<file path="src/rtl/adder_pkg.sv">
// Shared types and sizing helpers for the pipelined add/subtract unit.
package adder_pkg;

   function automatic int chunk_w(input int width, input int stages);
      return (stages < 1) ? width : width / stages;
   endfunction

   // Per-slot control: carry into this slot's chunk and the slot's valid bit.
   typedef struct packed {
      logic c;
      logic v;
   } stage_ctl_t;

   typedef struct packed {
      logic cout;
      logic ovf;
      logic zero;
      logic neg;
   } flags_t;

endpackage

</file>
<file path="src/rtl/adder_chunk.sv">
// C-bit combinational add slice with carry in and carry out.
module adder_chunk #(
   parameter int C = 8
) (
   input  logic [C-1:0] a,
   input  logic [C-1:0] b,
   input  logic         cin,
   output logic [C-1:0] s,
   output logic         co
);

   assign {co, s} = {1'b0, a} + {1'b0, b} + {{C{1'b0}}, cin};

endmodule

</file>
<file path="src/rtl/pipelined_adder.sv">
// Pipelined add/subtract with valid/ready handshake and NZCV-style flags.
// Slot k adds chunk k; finished chunks overwrite the a-operand bits as the beat moves down.
module pipelined_adder
   import adder_pkg::*;
#(
   parameter int WIDTH  = 32,
   parameter int STAGES = 4
) (
   input  logic             clk,
   input  logic             rst_n,
   input  logic             in_valid,
   output logic             in_ready,
   input  logic [WIDTH-1:0] a,
   input  logic [WIDTH-1:0] b,
   input  logic             sub,
   input  logic             cin,
   output logic             out_valid,
   input  logic             out_ready,
   output logic [WIDTH-1:0] sum,
   output logic             cout,
   output logic             ovf,
   output logic             zero,
   output logic             neg
);

   localparam int C = chunk_w(WIDTH, STAGES);

   if (STAGES < 1 || (WIDTH % STAGES) != 0) begin : g_bad_cfg
      $fatal(1, "pipelined_adder: WIDTH must be a multiple of STAGES and STAGES >= 1");
   end

   stage_ctl_t       ctl [STAGES];
   logic [WIDTH-1:0] x   [STAGES];  // sum chunks below k, a chunks from k up
   logic [WIDTH-1:0] y   [STAGES];  // b' (already inverted for subtract)
   logic [C-1:0]     s   [STAGES];
   logic             co  [STAGES];
   logic             adv;
   logic [WIDTH-1:0] res;
   flags_t           flags;

   assign adv       = !ctl[STAGES-1].v || out_ready;
   assign in_ready  = adv;
   assign out_valid = ctl[STAGES-1].v;

   for (genvar k = 0; k < STAGES; k++) begin : g_chunk
      adder_chunk #(.C(C)) u_chunk (
         .a  (x[k][k*C +: C]),
         .b  (y[k][k*C +: C]),
         .cin(ctl[k].c),
         .s  (s[k]),
         .co (co[k])
      );
   end

   always_ff @(posedge clk) begin
      if (!rst_n) begin
         for (int k = 0; k < STAGES; k++) ctl[k] <= '0;
      end else if (adv) begin
         ctl[0].v <= in_valid;
         if (in_valid) ctl[0].c <= sub | cin;
         for (int k = 1; k < STAGES; k++) begin
            ctl[k].v <= ctl[k-1].v;
            ctl[k].c <= co[k-1];
         end
      end
   end

   // Datapath needs no reset: outputs are masked by out_valid.
   always_ff @(posedge clk) begin
      if (adv) begin
         if (in_valid) begin
            x[0] <= a;
            y[0] <= sub ? ~b : b;
         end
         for (int k = 1; k < STAGES; k++) begin
            x[k]                <= x[k-1];
            x[k][(k-1)*C +: C]  <= s[k-1];
            y[k]                <= y[k-1];
         end
      end
   end

   always_comb begin
      res                        = x[STAGES-1];
      res[(STAGES-1)*C +: C]     = s[STAGES-1];
      flags.cout = co[STAGES-1];
      flags.ovf  = (x[STAGES-1][WIDTH-1] == y[STAGES-1][WIDTH-1]) &&
                   (res[WIDTH-1] != x[STAGES-1][WIDTH-1]);
      flags.zero = ~|res;
      flags.neg  = res[WIDTH-1];
   end

   assign sum                     = out_valid ? res : '0;
   assign {cout, ovf, zero, neg}  = out_valid ? flags : '0;

endmodule

</file>
<file path="config.mk">
export PLATFORM = sky130hd
export DESIGN_NAME = pipelined_adder
export DESIGN_NICKNAME = d
export VERILOG_FILES = /design/src/rtl/adder_pkg.sv /design/src/rtl/adder_chunk.sv /design/src/rtl/pipelined_adder.sv
export SDC_FILE = /design/constraint.sdc
export NUM_CORES = 1
export LEC_CHECK = 0
export CORE_ASPECT_RATIO = 2
export CORE_MARGIN = 2
export CORE_UTILIZATION = 55
export CTS_CLUSTER_SIZE = 40
export DETAILED_ROUTE_END_ITERATION = 10
export PLACE_DENSITY = 0.79
export SYNTH_ARGS = -nofsm -noshare
export SYNTH_HDL_FRONTEND = slang
export SYNTH_SLANG_ARGS = --single-unit
</file>
<file path="constraint.sdc">
create_clock -name clk -period 9.2 [get_ports clk]
set_input_delay 1.38 -clock clk [delete_from_list [all_inputs] [get_ports clk]]
set_output_delay 1.38 -clock clk [all_outputs]
set_load 0.03 [all_outputs]
</file>
==> results of run 1 <==
==> metrics by stage <==
| step | util, % | hold WS [ns] | area [µm²] | power [µW] |
|---|---|---|---|---|
| 3_5_place_dp | 64.2 | 0.405 | 9710 | 1510 |
| 6_report | 67.3 | 0.417 | 10200 | 2130 |
| 4_1_cts | 67.3 | 0.419 | 10200 | 2150 |
| 3_3_place_gp | 64.2 | 0.402 | 9710 | 1490 |
| 5_1_grt | 67.3 | 0.424 | 10200 | 2210 |
| 2_1_floorplan | - | 0.400 | 8400 | 1420 |
==> power by group <==
part           leakage [µW]  switching, µW  internal, µW
registers           0.00224           43.6          1230
logic               0.00131            107           105
clock network      0.000237            300           343
==> sequential cells by signal, summed over array words and instances (netlist names) <==
name and flops:
ctl 8, x 128, y 80
==> placed cells by master, fill, tap and decap left out, types with 2 or more instances in the layout <==
cell type | Yosys | final
a21boi_1 | 3 | 3
a21o_1 | 4 | 4
a21oi_1 | 12 | 12
and2_1 | 33 | 32
and3_1 | 5 | 5
buf_4 | 1 | 3
clkbuf_1 | 4 | 5
clkbuf_16 | 0 | 17
clkdlybuf4s50_1 | 0 | 106
clkinv_2 | 0 | 3
edfxtp_1 | 216 | 216
fa_1 | 8 | 8
ha_1 | 28 | 28
inv_1 | 18 | 18
nand2b_1 | 6 | 5
nor2_1 | 15 | 15
nor2b_1 | 10 | 10
nor3_1 | 2 | 2
nor4_1 | 6 | 6
nor4b_1 | 2 | 2
o21a_1 | 4 | 4
o21ai_0 | 16 | 16
o21bai_1 | 3 | 3
o41ai_1 | 3 | 3
or2_2 | 3 | 3
xnor2_1 | 16 | 16
xor2_1 | 37 | 37
==> final cells by class <==
cell class	instances	area, µm²
timing repair buffer	110	1090
multi-input combinational	227	1820
clock inverter	6	36.3
fill	998	4940
clock buffer	22	444
sequential	216	6490
inverter	18	67.6
tap	198	248
==> path summary, 6_finish.rpt <==
kind,startpoint,end,slack (ns)
hold / removal,y[2][29],y[3][29],0.42
setup reg to reg,ctl[0][6],ctl[0][7],5.93
hold reg to reg,y[2][29],y[3][29],0.42
setup / recovery,ctl[0][7],zero,4.44
==> routing by layer <==
| metal | up-vias | global-route usage, % | wire (µm) | part of all wire [%] |
|---|---|---|---|---|
| met4 | 0 | 5.56 | 269 | 2.3 |
| met2 | 108 | 27.4 | 6490 | 55 |
| met1 | 1862 | 17.0 | 4640 | 39 |
| met3 | 18 | 1.85 | 491 | 4.1 |
| met5 | - | 0 | 0 | 0 |
| li1 | 1978 | - | - | - |
==> cell families (layout without fill, tap and decap cells) <==
family,after synthesis,count (layout),synth area share (%)
AND/OR/NAND/NOR,90,90,6.40
AO/OA/AOI/OAI,48,48,3.57
XOR/XNOR,53,53,5.52
buffers and inverters,26,156,1.25
adder cells (fa/ha/maj),36,36,6.07
flip-flops,216,216,77.2
==> results.cfg, run 1 <==
[worst_setup_path]
cp-start-kind = register
worstSetupPathType = reg -> out
cp_common_cell = fa_1
cp_slowest_cell = clkdlybuf4s50_1
cp.depth = 9
crit_buf_inv = 2
cp.arrival_ns = 3.38
crit_family = simple AND/OR/NAND/NOR gates
reg2reg_depth = 6
path_cells = fa_1 -> inv_1 -> fa_1 -> nand2b_1 -> a21oi_1 -> xor2_1 -> or4_1 -> nor4_2 -> clkdlybuf4s50_1
path_max_fanout = 2
cp-end-kind = output port
required_ns = 7.82
max_stage_delay_ns = 0.70

[drt]
drtIter0Drc = 228
vias_per_cell = 4.98
vias = 3966
antenna_left = 0
drc = 0
first_pass_iters = 4
wire_per_inst_um = 14.9
wirelength_um = 11900

[timing]
fmax_ghz = 0.210
hold_viol = 0
finalSetupViolCount = 0
finalWorstSetupSlack_ns = 4.44
slew_violations = 0
tightest_slew_ns = 1.01
rsz0062_at_grt = false
tns_ns = 0
finalCriticalPeriod_ns = 4.76
skew_ns = 0.0103
relSlewSlack_pct = 33.0
min_period_over_period_pct = 51.7

[final_layout]
nNetsFinal = 696
drive_above_1_share_pct = 5.68
syn_to_final_growth_pct = 21.3
stdcell_count = 797
n_antenna_cell = 0

[yosys]
synth.cell_area_um2 = 8400
post-synth-top-area-cell = edfxtp_1
synth-edff-count = 216
seq_area_frac_synth_pct = 77.2
ys_types = 36
synth-main-ff-cell = edfxtp_1
yosysTopAreaCellShare_pct = 77.2
synthCells = 469
synth.most_common_cell = edfxtp_1
ys_seq_elements = 216
synthTopCellsByArea = edfxtp_1 77%, ha_1 4.2%, xor2_1 3.9%
async_flop_share_pct = 0
synth_nets = 575
synth_warnings = 0
avgSynthCellArea_um2 = 17.9
synthTopCellsByCount = 216 x edfxtp_1, 37 x xor2_1, 33 x and2_1

[grt]
grt_pass1_vias = 3884
grt.overflow.total = 0
grt_first_pass_wirelength_um = 18700
antenna_found_initial = 0
grt_util_all_layers_pct = 14.6
grt_max_degree = 88

[clock_network]
clk-insertion-delay-late_ns = 0.46
cts_buffer_depth = 3
cts_tree = built
htreeDepth = 1
numCtsBuffers = 17
clk_pin_slew_worst_paths_ns = 0.07
clock_sinks = 216
postCtsHoldBufs = 0
root_buffer = clkbuf_16
post_cts_buffers = 0
postCtsResizedCells = 0

[placement]
port-buffer-count = 107
dp_slack_ns = 4.89
gp_congestion = 0.794
dp.cells = 769
post-dp-hpwl_um = 8290

[worst_hold_path]
hold_class = reg -> reg
hold_depth = 0

[run_status]
status = finished, final reports clean

[die]
start_util_pct = 55.5
die_height_um = 179
rows = 64
die_area_um2 = 16300
core_area_um2 = 15100
pin_count = 108
die_x_um = 91.4

[power]
irDropWorstVdd_v = 0.000187
p_per_area_nw_per_um2 = 209
cellLeakagePower_uw = 0.00378

[run]
drv_cap = 0
Note: power is estimated with default switching activity, not from simulation.
==> inputs of run 2 (changes only) <==
--- a/config.mk
+++ b/config.mk
@@ -7,10 +7,10 @@
 export LEC_CHECK = 0
 export CORE_ASPECT_RATIO = 2
 export CORE_MARGIN = 2
-export CORE_UTILIZATION = 55
+export CORE_UTILIZATION = 50
 export CTS_CLUSTER_SIZE = 40
 export DETAILED_ROUTE_END_ITERATION = 10
-export PLACE_DENSITY = 0.79
+export PLACE_DENSITY = 0.76
 export SYNTH_ARGS = -nofsm -noshare
 export SYNTH_HDL_FRONTEND = slang
 export SYNTH_SLANG_ARGS = --single-unit
==> constraint.sdc (replaced) <==
create_clock -name clk -period 4.3 [get_ports clk]
set_input_delay 0.645 -clock clk [delete_from_list [all_inputs] [get_ports clk]]
set_output_delay 0.645 -clock clk [all_outputs]
set_load 0.03 [all_outputs]
==> results.cfg, run 2 (synthesis gave the netlist of run 1 again) <==
[final_layout]
layout_common_cells = 216 x edfxtp_1, 106 x clkdlybuf4s50_1, 37 x xor2_1
final_common_cell = edfxtp_1
top_regs = x: 128 flops, y: 80 flops, ctl: 8 flops
n_antenna_cell = 0
multi_input_area_um2 = 1820
drive_above_1_share_pct = 6.46
nNetsFinal = 699
num-fill-cells = 1183
regMostFlops = x
largest_reg_flops = 128
stdcell_count = 811
regArea_um2 = 6490
syn_to_final_growth_pct = 23.1

[timing]
hold_viol = 0
skew_ns = 0.0117
finalCriticalPeriod_ns = 3.99
relSlewSlack_pct = 28.9
min_period_over_period_pct = 92.8
rsz0062_at_grt = false
tns_ns = 0
tightest_slew_ns = 1.07
finalSetupViolCount = 0
slew_violations = 0
fmax_ghz = 0.251

[worst_setup_path]
r2r_setup_slack_ns = 2.03
cp-start-kind = register
cp-end-kind = output port
worstSetupPathType = reg -> out
cp.arrival_ns = 3.35
path_max_fanout = 2
required_ns = 3.65

[clock_network]
cts_buffer_depth = 3
cts_tree = built
clk_pin_slew_worst_paths_ns = 0.07
clk-insertion-delay-late_ns = 0.48
htreeDepth = 1
postCtsHoldBufs = 0
post_cts_buffers = 0
root_buffer = clkbuf_16
numCtsBuffers = 18
clock_sinks = 216
postCtsResizedCells = 0

[die]
core_area_um2 = 16600
die_height_um = 187
pin_count = 108
die_area_um2 = 17900
start_util_pct = 50.6
die_x_um = 95.7
rows = 67

[worst_hold_path]
hold_class = reg -> reg

[power]
p_per_area_nw_per_um2 = 464
cellLeakagePower_uw = 0.00385
irDropWorstVdd_v = 0.000425

[grt]
grt_first_pass_wirelength_um = 19100
grt.overflow.total = 0
antenna_found_initial = 0
grt_util_all_layers_pct = 13.9
grt_pass1_vias = 3958
grt_max_degree = 64

[drt]
drtIter0Drc = 266
wirelength_um = 12200
vias_per_cell = 5.00
wire_per_inst_um = 15.1
first_pass_iters = 4
drc = 0
antenna_left = 0
vias = 4056

[placement]
post-dp-hpwl_um = 8430
port-buffer-count = 107
gp_congestion = 0.769
dp.cells = 780

[run]
drv_cap = 0

[run_status]
status = finished, final reports clean
run 2: cell count changes in the layout (fill, tap and decap cells not counted), sizes merged:
| cell | change |
|---|---|
| buf | +2 |
| bufinv | +2 |
| clkbuf | -1 |
| clkinv | +1 |
| clkinvlp | +1 |
run 2: stage by stage:
step                      setup WS (ns)  utilization (%)  cell area (µm²)  hold slack [ns]  power [µW]
final                             0.309             62.3            10300            0.415        4800
after global placement            0.831             58.7             9750            0.402        3210
after floorplan                   0.288                -             8410            0.400        3030
after global routing             0.0409             62.3            10300            0.416        5000
after detailed placement          0.795             58.7             9750            0.405        3240
after CTS                         0.277             62.3            10300            0.414        4850
run 2: worst paths after layout:
check             from         to  cells past startpoint
max          ctl[0][7]       zero                      9
max reg2reg  ctl[0][1]  ctl[0][3]                      9
min           x[1][19]   x[2][19]                      0
min reg2reg   x[1][19]   x[2][19]                      0
run 2: layout make-up:
class | count | share of cell area [%]
flip-flops and latches | 216 | 62.7
multi-input cells | 227 | 17.6
repair buffers | 112 | 10.8
clock buffers | 21 | 4.67
well taps | 207 | 2.50
clock inverters | 10 | 1.09
inverters | 18 | 0.653
run 2: layer usage:
layer / up-vias / GRT usage (%) / part of all wire, % / routed length, µm
met5: - / 0 / 0 / 0
met4: 0 / 5.11 / 2.4 / 298
met3: 18 / 2.01 / 4.6 / 567
met2: 107 / 24.4 / 53 / 6410
met1: 1944 / 17.1 / 40 / 4940
li1: 1987 / - / - / -
run 2: where the power goes:
group	switching (µW)	total [µW]	internal (µW)
combinational	233	461	227
clock	678	1610	933
sequential	94.4	2720	2630
total	1010	4800	3790
run 2: critical path, cell delays in order, from the launching register on:
cell             delay [ns]
edfxtp_1               0.40
fa_1                   0.45
inv_1                  0.08
fa_1                   0.20
nand2b_1               0.13
a21oi_1                0.08
xor2_1                 0.14
or4_1                  0.54
nor4_2                 0.14
clkdlybuf4s50_1        0.70
